### config.mk
export PLATFORM = sky130hd
export DESIGN_NAME = uart_tx_ctrl
export DESIGN_NICKNAME = d
export VERILOG_FILES = /design/src/rtl/uart_pkg.sv /design/src/rtl/uart_tx_ctrl.sv
export SDC_FILE = /design/constraint.sdc
export NUM_CORES = 1
export LEC_CHECK = 0
export BUFFER_PORTS_ARGS = -buffer_cell sky130_fd_sc_hd__buf_2
export CORE_UTILIZATION = 30
export CTS_CLUSTER_DIAMETER = 80
export DETAILED_ROUTE_END_ITERATION = 7
export HOLD_SLACK_MARGIN = 0.1
export PLACE_DENSITY = 0.53
export RECOVER_POWER = 50
export SYNTH_ARGS = -nofsm -noshare
export SYNTH_HDL_FRONTEND = slang
export SYNTH_SLANG_ARGS = --single-unit
### constraint.sdc
create_clock -name clk -period 3.6 [get_ports clk]
set_clock_uncertainty 0.15 [all_clocks]
set_input_delay 0.54 -clock clk [delete_from_list [all_inputs] [get_ports clk]]
set_output_delay 0.54 -clock clk [all_outputs]
set_load 0.02 [all_outputs]
### src/rtl/uart_pkg.sv
// ---------------------------------------------------------------------------
// uart_pkg
// Shared types, constants and helper functions for the UART transmit path.
//   tx_state_t          : transmit sequencer states
//   WLS_5 .. WLS_8      : word length select encodings (5..8 data bits)
//   OVERSAMPLE_DEFAULT  : baud_tick pulses per bit period
//   calc_parity()       : parity bit over the transmitted data bits only
//   stop_ticks()        : stop duration in baud_ticks (1, 1.5 or 2 bits)
// ---------------------------------------------------------------------------
package uart_pkg;

    typedef enum logic [2:0] {
        ST_IDLE   = 3'd0,
        ST_START  = 3'd1,
        ST_DATA   = 3'd2,
        ST_PARITY = 3'd3,
        ST_STOP   = 3'd4
    } tx_state_t;

    localparam logic [1:0] WLS_5 = 2'd0;
    localparam logic [1:0] WLS_6 = 2'd1;
    localparam logic [1:0] WLS_7 = 2'd2;
    localparam logic [1:0] WLS_8 = 2'd3;

    localparam int OVERSAMPLE_DEFAULT = 16;

    // Bits above the selected word length never reach the line, so they are
    // masked out before the XOR. Stick parity ignores the data entirely.
    function automatic logic calc_parity(input logic [7:0] data,
                                         input logic [1:0] wls,
                                         input logic       eps,
                                         input logic       sp);
        logic [7:0] mask;
        logic       x;
        mask = 8'hFF >> (3'd3 - {1'b0, wls});
        x    = ^(data & mask);
        if (sp) begin
            return ~eps;
        end else if (eps) begin
            return x;
        end else begin
            return ~x;
        end
    endfunction

    // 1.5 stop bits only exist for 5-bit words; otherwise stb selects 2.
    function automatic int unsigned stop_ticks(input logic [1:0]  wls,
                                               input logic        stb,
                                               input int unsigned os);
        if (!stb) begin
            return os;
        end else if (wls == WLS_5) begin
            return os + os / 2;
        end else begin
            return 2 * os;
        end
    endfunction

endpackage

### src/rtl/uart_tx_ctrl.sv
// ---------------------------------------------------------------------------
// uart_tx_ctrl
// Transmit sequencer: pops one byte per frame from the TX FIFO and shifts it
// out as start / 5-8 data bits (LSB first) / optional parity / stop bits,
// every bit timed by the 16x baud pulse.
//
// Ports
//   clk, rst     : clock; asynchronous active-high reset
//   en           : transmitter enable, only gates the start of a new frame
//   baud_tick    : one-clk pulse at OVERSAMPLE x baud
//   fifo_empty   : TX FIFO empty flag
//   fifo_dout    : TX FIFO head word (valid while !fifo_empty)
//   fifo_pop     : one-clk pop strobe, asserted in the load cycle
//   wls,stb,pen,eps,sp : line control; sampled once per frame at load
//   set_break    : forces tx low without disturbing the sequencer
//   tx           : registered serial output
//   tx_busy      : frame in progress
//   temt         : FIFO empty and sequencer idle
//
// FIFO handshake: fifo_pop is asserted only in a cycle where fifo_empty=0,
// and the head word on fifo_dout is captured on the same clock edge that
// the FIFO retires it.
// ---------------------------------------------------------------------------
module uart_tx_ctrl
    import uart_pkg::*;
#(
    parameter int OVERSAMPLE = OVERSAMPLE_DEFAULT,
    parameter int DATA_W     = 8
) (
    input  logic              clk,
    input  logic              rst,
    input  logic              en,
    input  logic              baud_tick,
    input  logic              fifo_empty,
    input  logic [DATA_W-1:0] fifo_dout,
    output logic              fifo_pop,
    input  logic [1:0]        wls,
    input  logic              stb,
    input  logic              pen,
    input  logic              eps,
    input  logic              sp,
    input  logic              set_break,
    output logic              tx,
    output logic              tx_busy,
    output logic              temt
);

    // Wide enough to count the longest stop period (2 bit times).
    localparam int             TW       = $clog2(2 * OVERSAMPLE + 1);
    localparam logic [TW-1:0]  BIT_LAST = TW'(OVERSAMPLE - 1);

    tx_state_t          state;
    tx_state_t          state_nxt;
    logic [TW-1:0]      tick_cnt;
    logic [TW-1:0]      stop_last;
    logic [2:0]         bit_cnt;
    logic [DATA_W-1:0]  shift;
    logic [1:0]         cfg_wls;
    logic               cfg_pen;
    logic               par_bit;

    logic               can_load;
    logic               bit_end;
    logic               stop_end;
    logic               last_bit;
    logic               load;
    logic               fsm_tx;

    assign can_load = en && !fifo_empty;
    assign bit_end  = baud_tick && (tick_cnt == BIT_LAST);
    assign stop_end = baud_tick && (tick_cnt == stop_last);
    assign last_bit = (bit_cnt == ({1'b0, cfg_wls} + 3'd4));

    // A frame is loaded either from idle or directly at the end of the
    // previous stop period, so back-to-back frames have no idle gap.
    assign load = can_load && ((state == ST_IDLE) ||
                               ((state == ST_STOP) && stop_end));

    // ---------------- state register ----------------
    always_ff @(posedge clk or posedge rst) begin
        if (rst) begin
            state <= ST_IDLE;
        end else begin
            state <= state_nxt;
        end
    end

    // ---------------- next-state logic ----------------
    always_comb begin
        state_nxt = state;
        case (state)
            ST_IDLE: begin
                if (can_load) state_nxt = ST_START;
            end
            ST_START: begin
                if (bit_end) state_nxt = ST_DATA;
            end
            ST_DATA: begin
                if (bit_end && last_bit) state_nxt = cfg_pen ? ST_PARITY : ST_STOP;
            end
            ST_PARITY: begin
                if (bit_end) state_nxt = ST_STOP;
            end
            ST_STOP: begin
                if (stop_end) state_nxt = can_load ? ST_START : ST_IDLE;
            end
            default: state_nxt = ST_IDLE;
        endcase
    end

    // ---------------- outputs ----------------
    always_comb begin
        fsm_tx  = 1'b1;
        tx_busy = (state != ST_IDLE);
        temt    = fifo_empty && (state == ST_IDLE);
        // Gated by rst so no pop leaks out while reset holds the FSM in IDLE.
        fifo_pop = load && !rst;
        case (state)
            ST_START:  fsm_tx = 1'b0;
            ST_DATA:   fsm_tx = shift[0];
            ST_PARITY: fsm_tx = par_bit;
            default:   fsm_tx = 1'b1;
        endcase
    end

    // ---------------- counters and frame datapath ----------------
    always_ff @(posedge clk or posedge rst) begin
        if (rst) begin
            tick_cnt  <= '0;
            stop_last <= '0;
            bit_cnt   <= 3'd0;
            shift     <= '0;
            cfg_wls   <= WLS_5;
            cfg_pen   <= 1'b0;
            par_bit   <= 1'b0;
        end else if (load) begin
            // A baud_tick coinciding with the load cycle is deliberately dropped.
            tick_cnt  <= '0;
            bit_cnt   <= 3'd0;
            shift     <= fifo_dout;
            cfg_wls   <= wls;
            cfg_pen   <= pen;
            par_bit   <= calc_parity(8'(fifo_dout), wls, eps, sp);
            stop_last <= TW'(stop_ticks(wls, stb, OVERSAMPLE) - 1);
        end else if ((state != ST_IDLE) && baud_tick) begin
            if ((state == ST_STOP) ? stop_end : bit_end) begin
                tick_cnt <= '0;
            end else begin
                tick_cnt <= tick_cnt + TW'(1);
            end
            if ((state == ST_DATA) && bit_end) begin
                shift   <= shift >> 1;
                bit_cnt <= last_bit ? 3'd0 : bit_cnt + 3'd1;
            end
        end
    end

    // ---------------- registered line output ----------------
    // The line follows the state one clk late; break overrides everything.
    always_ff @(posedge clk or posedge rst) begin
        if (rst) begin
            tx <= 1'b1;
        end else begin
            tx <= set_break ? 1'b0 : fsm_tx;
        end
    end

endmodule

==> out/summary.txt <==
Run status: completed
Avg Synthesized Cell Area: 9.535 µm²
Fmax: 360.3 MHz
Post-CTS Hold Buffers: 0
RSZ-0062 raised after global routing: false
#FFs+latches synth: 28
Die X: 74.64 µm
Layout cells sized above 1: 18.09%
CTS tree: built
Clock Path Buffers: 2
WL/cell: 12.66 µm
Root buf cell: clkbuf_8
Crit path cell chain: nor4_1 > o2111ai_2 > a21o_1 > nor2_1 > buf_2
Slowest stage delay, CP: 0.44 ns
Synthesized instance count: 166
DR DRC count: 0
Synth cell count leaders: dfrtp_1, nand2_1, nor2_1, nand3_1, a21o_1
Initial drt markers: 48
Worst reg-to-reg setup slack: 1.32 ns
Crit end category: output pin
Fin crit share: 77.11%
Number of global-route vias before repair: 1177
All-Layer GR Usage: 12.69%
Post-synth EDFFs: 0
Postcts setup bufs: 0
Setup TNS: 0 ns
Placed wire-length estimate: 2323 µm
RePlAce Congestion: 0.7812
CTS sink count: 28
Yosys warns: 0
R2R Path Start: tick_cnt[0]$_DFFE_PP0P_
Area grow syn2layout: 14.94%
Slew Limit Headroom: 29.54%
Most common cell in the netlist: dfrtp_1
Worst EP required: 2.91 ns
Max cap viols: 0
Seq/Total Area, Yosys: 44.35%
Pre-CTS setup slack: 1.012 ns
Final setup violating endpoints: 0
Post-Route WL: 3267 µm
Post-layout net count: 211
Initial antenna violation count: 0
Clk_lat worst skew: 0.27 ns
Hold Path Stages: 2
Post-synthesis cell area: 1583 µm²
Asr flop ratio synth: 100.0%
First-pass GRT wire length: 5354 µm
Main flop type after synthesis: dfrtp_1
Fin. Hold Viols: 0
Largest area contributor in the synthesized netlist: dfrtp_1
WP data arrival: 2.09 ns
Die area: 5570 µm²
Syn_nets: 188
Startpoint Class: flop
H-tree depth: 1
Post-layout min period: 2.776 ns
Via density: 4.857
Num CTS Buffers: 3
Core area: 5107 µm²
Top-area cell type share of the netlist area: 42.69%
Worst r2r dst: shift[4]$_DFFE_PP0P_
Pin count of the biggest net entering global routing: 29
Synth unique cells: 49
Min-delay src: set_break
Grt total ovfl: 0
IO buf count: 23
GRT met1 Usage: 17.75%
Critical path's slowest cell: dfrtp_1
CTS clock-pin slew for the worst setup and hold paths: 0.09 ns
Busiest layer in global routing: met2
Post_cts resized: 0
Kind of critical path: reg2out
Peak VDD IR: 125.3 µV
Worst R2R Path Depth: 6
Tightest Hold Check Type: in2reg
Io pins: 24
Fill cell count: 539
GRT met2 Usage: 19.42%
Synth area leaders: dfrtp_1, nand2_1, a22o_1
Starting Density: 30.99%
Final ANT Viol Nets: 0
Via count: 1253
Number of core rows: 26
Max Slew Vio Count: 0
CP max FO: 15
Slew at the pin with the worst max-slew slack: 1.056 ns
Die H: 74.64 µm
Drt pass-1 iters: 4
Hold Path Sink: tx$_DFF_PP1_
P_leak: 0.0009041 µW
Power per standard cell area: 497.0 nW/µm²
Met3 usage: 2.410%
Ant. Diodes: 0
Setup WS post-layout: 0.8242 ns
-- state kept, by name, indices dropped and copies added, names as in the netlist --
| register | cells |
|---|---|
| cfg_pen | 1 |
| bit_cnt | 3 |
| tx | 1 |
| cfg_wls | 2 |
| par_bit | 1 |
| tick_cnt | 6 |
| shift | 8 |
| stop_last | 3 |
| state | 3 |
-- report_power, final --
group	internal, µW	switching [µW]
clock	97.9	97.5
sequential	377	74.0
combinational	124	134
total	598	306
-- metrics by stage --
step	power, µW	cell area, µm²	util (%)	hold WS [ns]	instances
2_1_floorplan	650.0	1583	-	0.2999	166
3_3_place_gp	716.9	1765	34.57	0.3134	254
3_5_place_dp	717.0	1765	34.57	0.3172	254
4_1_cts	916.6	1821	35.64	0.2176	258
5_1_grt	967.4	1819	35.62	0.2197	258
6_report	904.2	1819	35.62	0.2217	258
-- area by class of cell --
class,count,area (µm²),share of cell area [%]
well taps,70,87.58,4.814
multi-input cells,127,834.6,45.87
clock buffers,4,55.05,3.026
repair buffers,24,121.4,6.671
inverters,5,18.77,1.032
flip-flops and latches,28,701.9,38.58
-- critical path: cells and delay by family, from the launching register on --
kind,cells,cell delay [ns]
simple gates,2,0.52
compound gates,2,0.67
flops,1,0.44
buf+inv,1,0.17
-- logic make-up (layout without fill, tap and decap cells) --
logic type      count (synthesis)  after routing  share of synthesized area (%)
mux                             1              1                         0.6324
simple gates                   69             69                          22.77
buf+inv                        11             33                          2.925
flops                          28             28                          44.35
xor+xnor                        9              9                          5.850
fa+ha+maj                       2              2                          1.581
compound gates                 46             46                          21.90
-- metal layers --
layer,vias to the layer above,share of wire (%)
li1,649,-
met1,582,53
met2,18,43
met4,0,1.3
met3,4,2.4
met5,-,0
-- cell usage in the layout, fill, tap and decap left out, types with 2 or more instances in the layout --
cell type  count
a21o_1         8
a21oi_1        6
a22o_1         7
a31o_1         2
a31oi_1        2
and3_1         2
buf_2         22
clkbuf_8       4
dfrtp_1       27
ha_1           2
inv_1          5
nand2_1       22
nand2b_1       5
nand3_1       10
nand3b_1       3
nor2_1        11
nor2b_1        2
nor3_1         2
o21ai_0        6
o21ai_1        3
o22ai_1        2
xnor2_1        7
-- worst max path at each step --
stage / start / endpoint / slack, ns / depth (start not counted)
after floorplan: baud_tick / fifo_pop / 1.21 / 5
after global placement: baud_tick / fifo_pop / 1.05 / 6
after detailed placement: baud_tick / fifo_pop / 1.01 / 6
after CTS: tick_cnt[0]$_DFFE_PP0P_ / fifo_pop / 0.80 / 5
after global routing: tick_cnt[0]$_DFFE_PP0P_ / fifo_pop / 0.71 / 5
final: tick_cnt[0]$_DFFE_PP0P_ / fifo_pop / 0.82 / 5
Note: power is estimated with default switching activity, not from simulation.
